## src/rtl/elevator_pkg.sv

```systemverilog
// Shared types and helpers for the collective-control elevator scheduler.
package elevator_pkg;

  localparam int MAX_FLOORS  = 16;
  localparam int FLOOR_IDX_W = $clog2(MAX_FLOORS);
  localparam int DIST_W      = FLOOR_IDX_W + 1;

  typedef enum logic [1:0] {
    DIR_IDLE = 2'b00,
    DIR_UP   = 2'b01,
    DIR_DOWN = 2'b10
  } dir_e;

  function automatic logic [DIST_W-1:0] floor_dist(input logic [FLOOR_IDX_W-1:0] a,
                                                   input logic [FLOOR_IDX_W-1:0] b);
    if (a >= b) return {1'b0, a - b};
    else        return {1'b0, b - a};
  endfunction

endpackage

```

## src/rtl/elevator_scheduler_floor_search.sv

```systemverilog
// Nearest pending request above/below the cabin, plus the request at the cabin floor.
module floor_search
  import elevator_pkg::*;
#(
  parameter int NUM_FLOORS = 3,
  parameter int FLOOR_W    = $clog2(NUM_FLOORS)
) (
  input  logic [NUM_FLOORS-1:0] led_i,
  input  logic [FLOOR_W-1:0]    floor_i,
  output logic                  above_v_o,
  output logic [FLOOR_W-1:0]    above_f_o,
  output logic                  below_v_o,
  output logic [FLOOR_W-1:0]    below_f_o,
  output logic                  here_o
);

  // Ascending scan: first hit above is the lowest, last hit below is the highest.
  always_comb begin
    above_v_o = 1'b0;
    above_f_o = '0;
    below_v_o = 1'b0;
    below_f_o = '0;
    here_o    = 1'b0;
    for (int unsigned i = 0; i < NUM_FLOORS; i++) begin
      if (led_i[i] && (i > 32'(floor_i)) && !above_v_o) begin
        above_v_o = 1'b1;
        above_f_o = FLOOR_W'(i);
      end
      if (led_i[i] && (i < 32'(floor_i))) begin
        below_v_o = 1'b1;
        below_f_o = FLOOR_W'(i);
      end
    end
    if (32'(floor_i) < NUM_FLOORS) here_o = led_i[floor_i];
  end

endmodule

```

## src/rtl/elevator_scheduler.sv

```systemverilog
// Request latch, IDLE/UP/DOWN collective-control FSM and registered goal floor.
module elevator_scheduler
  import elevator_pkg::*;
#(
  parameter int NUM_FLOORS = 3,
  parameter int FLOOR_W    = $clog2(NUM_FLOORS),
  parameter int TIE_DOWN   = 1
) (
  input  logic                  clk,
  input  logic                  rst,
  input  logic [NUM_FLOORS-1:0] call_req,
  input  logic [FLOOR_W-1:0]    floor,
  input  logic                  move_handler,
  input  logic                  arrived,
  output logic [NUM_FLOORS-1:0] led,
  output logic [FLOOR_W-1:0]    gf,
  output logic [1:0]            dir,
  output logic                  floor_err
);

  logic [NUM_FLOORS-1:0] led_q, led_d;
  logic [FLOOR_W-1:0]    gf_q, gf_d;
  dir_e                  dir_q, dir_d;
  logic                  err_q, err_d;

  logic [NUM_FLOORS-1:0] clr;
  logic                  floor_ok;
  logic                  above_v, below_v, here;
  logic [FLOOR_W-1:0]    above_f, below_f;
  logic [DIST_W-1:0]     d_up, d_dn;
  logic                  pick_up;

  floor_search #(
    .NUM_FLOORS (NUM_FLOORS),
    .FLOOR_W    (FLOOR_W)
  ) u_search (
    .led_i     (led_q),
    .floor_i   (floor),
    .above_v_o (above_v),
    .above_f_o (above_f),
    .below_v_o (below_v),
    .below_f_o (below_f),
    .here_o    (here)
  );

  assign floor_ok = (32'(floor) < NUM_FLOORS);

  always_comb begin
    clr = '0;
    for (int unsigned i = 0; i < NUM_FLOORS; i++) begin
      clr[i] = arrived && (32'(floor) == i);
    end
  end

  assign d_up    = floor_dist(FLOOR_IDX_W'(above_f), FLOOR_IDX_W'(floor));
  assign d_dn    = floor_dist(FLOOR_IDX_W'(floor), FLOOR_IDX_W'(below_f));
  assign pick_up = (d_up < d_dn) || ((d_up == d_dn) && (TIE_DOWN == 0));

  always_comb begin
    led_d = led_q;
    gf_d  = gf_q;
    dir_d = dir_q;
    err_d = 1'b0;
    if (!floor_ok) begin
      // Invalid position: park the goal and freeze the request set.
      err_d = 1'b1;
      gf_d  = '0;
      dir_d = DIR_IDLE;
    end else begin
      led_d = (led_q | call_req) & ~clr;
      if (!move_handler) begin
        if (here) begin
          gf_d = floor;
        end else begin
          case (dir_q)
            DIR_UP: begin
              if (above_v) begin
                gf_d = above_f;
              end else if (below_v) begin
                gf_d  = below_f;
                dir_d = DIR_DOWN;
              end else begin
                gf_d  = floor;
                dir_d = DIR_IDLE;
              end
            end
            DIR_DOWN: begin
              if (below_v) begin
                gf_d = below_f;
              end else if (above_v) begin
                gf_d  = above_f;
                dir_d = DIR_UP;
              end else begin
                gf_d  = floor;
                dir_d = DIR_IDLE;
              end
            end
            default: begin
              if (above_v && (!below_v || pick_up)) begin
                gf_d  = above_f;
                dir_d = DIR_UP;
              end else if (below_v) begin
                gf_d  = below_f;
                dir_d = DIR_DOWN;
              end else begin
                gf_d  = floor;
                dir_d = DIR_IDLE;
              end
            end
          endcase
        end
      end
    end
  end

  always_ff @(posedge clk) begin
    if (rst) begin
      led_q <= '0;
      gf_q  <= '0;
      dir_q <= DIR_IDLE;
      err_q <= 1'b0;
    end else begin
      led_q <= led_d;
      gf_q  <= gf_d;
      dir_q <= dir_d;
      err_q <= err_d;
    end
  end

  assign led       = led_q;
  assign gf        = gf_q;
  assign dir       = dir_q;
  assign floor_err = err_q;

endmodule

```

## config.mk

```make
export PLATFORM = sky130hd
export DESIGN_NAME = elevator_scheduler
export DESIGN_NICKNAME = d
export VERILOG_FILES = /design/src/rtl/elevator_pkg.sv /design/src/rtl/elevator_scheduler_floor_search.sv /design/src/rtl/elevator_scheduler.sv
export SDC_FILE = /design/constraint.sdc
export NUM_CORES = 1
export LEC_CHECK = 0
export ABC_AREA = 1
export CORE_MARGIN = 10
export CORE_UTILIZATION = 39
export CTS_BUF_LIST = sky130_fd_sc_hd__clkbuf_16
export CTS_CLUSTER_DIAMETER = 30
export CTS_CLUSTER_SIZE = 28
export DETAILED_ROUTE_END_ITERATION = 7
export PLACE_DENSITY_LB_ADDON = 0.3
export SYNTH_ARGS = -nofsm -noshare
export SYNTH_HDL_FRONTEND = slang
export SYNTH_SLANG_ARGS = --single-unit
```

## constraint.sdc

```tcl
create_clock -name clk -period 3 [get_ports clk]
set_input_delay 0.3 -clock clk [delete_from_list [all_inputs] [get_ports clk]]
set_output_delay 0.3 -clock clk [all_outputs]
set_load 0.02 [all_outputs]
```

==> flow_summary.ini <==
[clock_network]
hold_buffers = 0
htree_levels = 1
cts_sinks = 8
numCtsBuffers = 3
root_buffer = clkbuf_16
cts_tree = done
insertion_delay_ns = 0.23
clock_path_buffers = 2
cts.clk_slew.worst_paths_ns = 0.04

[synth]
yosysWarningCount = 0
synth_seq_area_share = 0.2013
synthDominantCellAreaShare = 0.2013
synth_cells = 120
synthTopCellsByCount = nand2_1 (29), inv_1 (19), nor2_1 (12), a21oi_1 (11), ha_1 (10)
syn_nets = 142
synth_edf_count = 0
avgSynthCellArea_um2 = 6.631
ys_ff_latch = 8
synth.cell_area_um2 = 795.8
async_reset_ff_frac = 0
synth_most_common_cell = nand2_1
synth_top_cell_by_area = dfxtp_1
ys_types = 22
synth_area_leaders = dfxtp_1 (20%), ha_1 (16%), nand2_1 (14%)
ys.flop_type = dfxtp_1

[final_layout]
instances_no_fill = 182
nets = 179
syn_to_final_growth_pct = 50.31
multi_input_area_um2 = 551.8
diodes = 0
drive_gt1_frac = 0.1935
regArea_um2 = 160.2
final_cell_area_mm2 = 0.001196
nFillCells = 183

[sta]
tightest_slew_ns = 0.2694
tns_ns = 0
setup_viol = 0
min_period_ns = 2.671
period_share = 0.8905
skew_ns = 0.002133
setup_ws_ns = 0.3286
grt_setup_unrepaired = no
hold_viol = 0
max_slew_margin = 0.8202
whs_ns = 0.5419
max_freq_mhz = 374.3
report.final.slew_viol_count = 0

[power]
leakage_nw = 0.6095
irDropWorstVdd_mv = 0.3156
power_density_mw_per_mm2 = 423.3

[grt]
overflow = 0
grt_pass1_vias = 855
grt_max_degree = 8
grt_antenna_before_repair = 0
grt_usage = 0.1069
grt_pass1_wl_mm = 3.781

[floorplan]
dieWidth_um = 65.17
rows = 16
die_area_mm2 = 0.004247
start_util = 0.4098
num_io_pins = 17
die_y_um = 65.17
core_mm2 = 0.001942

[placed_design]
routabilityCongestion = 0.8853
numPortBuffers = 16
dpl.hpwl_mm = 1.741
pre_cts_ws_ns = -0.1333
dpl_cell_area_mm2 = 0.001114
dp.cells = 179

[route]
via_per_inst = 4.709
dr.pass1.iters = 4
routed_wl_mm = 2.152
wire_per_inst_um = 11.82
drtIter0Drc = 22
num_vias = 857
drc = 0
ant_nets = 0

[critical_path]
worstSetupPathType = flip-flop to flip-flop
cp_max_fo = 6
cpMostUsedCell = nand2_1
critical_path_required_ns = 3.15
cp.arrival_ns = 2.82
cp-start-kind = flip-flop
path_cells = nand2_1 -> inv_1 -> nor2_1 -> fa_1 -> a21oi_1 -> mux2_2 -> ha_1 -> nand2_1 -> inv_1 -> nand2_1 -> nand2_1 -> nand2_1 -> nand2_1 -> nand2_1 -> nand2_1 -> nand2_1 -> nand2_1 -> a21oi_1
reg2reg_from = led[1]$_SDFFE_PP0N_
critPathMaxStageDelay_ns = 0.44
critPathCaptureType = flip-flop
slowest_stage = dfxtp_1
critPathLaunch = led[1]$_SDFFE_PP0N_

[status]
status = finished clean

[run]
cap_viol_max_count = 0

[worst_hold_path]
min_from = led[0]$_SDFFE_PP0N_
min_path_type = flip-flop to flip-flop
cells in the final DEF (no fill, tap or decap), types with 2 or more instances in the layout:
| master | Yosys | final |
|---|---|---|
| a211oi_1 | 2 | 2 |
| a21oi_1 | 11 | 11 |
| buf_4 | 0 | 17 |
| clkbuf_16 | 0 | 3 |
| clkdlybuf4s50_1 | 0 | 14 |
| dfxtp_1 | 8 | 8 |
| dlymetal6s2s_1 | 0 | 2 |
| fa_1 | 3 | 3 |
| ha_1 | 10 | 10 |
| inv_1 | 19 | 19 |
| inv_2 | 3 | 3 |
| nand2_1 | 29 | 29 |
| nand2_2 | 3 | 3 |
| nand3_1 | 3 | 3 |
| nor2_1 | 12 | 11 |
| o21ai_0 | 6 | 6 |
| o21ai_1 | 2 | 2 |
worst paths after layout:
path | endpoint | slack [ns] | cells after the start
hold reg to reg | led[0]$_SDFFE_PP0N_ | 0.54 | 2
setup reg to reg | gf[1]$_SDFFE_PP0N_ | 0.33 | 18
hold / removal | led[0]$_SDFFE_PP0N_ | 0.54 | 2
setup / recovery | gf[1]$_SDFFE_PP0N_ | 0.33 | 18
through the flow:
step / utilization / total power, mW
floorplan: - / 0.2176
global placement: 0.5735 / 0.2810
detailed placement: 0.5735 / 0.2854
CTS: 0.6121 / 0.5102
global route: 0.6160 / 0.5375
finish: 0.6160 / 0.5064
report_power, final:
part,switching (mW),internal [mW]
sequential,0.00842,0.115
clock,0.0497,0.172
combinational,0.0861,0.0755
total,0.144,0.362
area by class of cell:
| type | instances | area share |
|---|---|---|
| Multi-Input combinational cell | 89 | 0.4613 |
| Timing Repair Buffer | 33 | 0.2448 |
| Tap cell | 27 | 0.02824 |
| Clock buffer | 3 | 0.06276 |
| Inverter | 22 | 0.06904 |
| Sequential cell | 8 | 0.1339 |
logic make-up (layout without fill, tap and decap cells):
group,Yosys count,in the layout,share of synthesized area
mux,1,1,0.01415
compound gates,24,24,0.1667
xor+xnor,1,1,0.01101
buf+inv,23,58,0.1085
flops,8,8,0.2013
fa+ha+maj,13,13,0.2327
simple gates,50,50,0.2657
worst max-delay path, delay by kind of cell, from the launching register on:
kind	cells	cell delay, ns
compound gates	2	0.29
fa+ha+maj	2	0.69
buf+inv	2	0.12
flops	1	0.44
mux	1	0.36
simple gates	11	0.68
flip-flops by register name, summed over array words and instances, names as in the netlist:
name and flops:
led 3, dir 2, floor_err 1, gf 2
timing repair:
action                     in CTS  in global routing
buffers inserted                0                  0
resized for setup               0                  3
setup endpoints to repair       0                  3
metal layers:
layer,track usage,wire [µm],vias to the layer above
li1,-,-,453
met1,0.1305,970,383
met2,0.1817,1052,19
met3,0.02373,122,2
met4,0.03209,6,0
met5,0,0,-
Note: power is estimated with default switching activity, not from simulation.
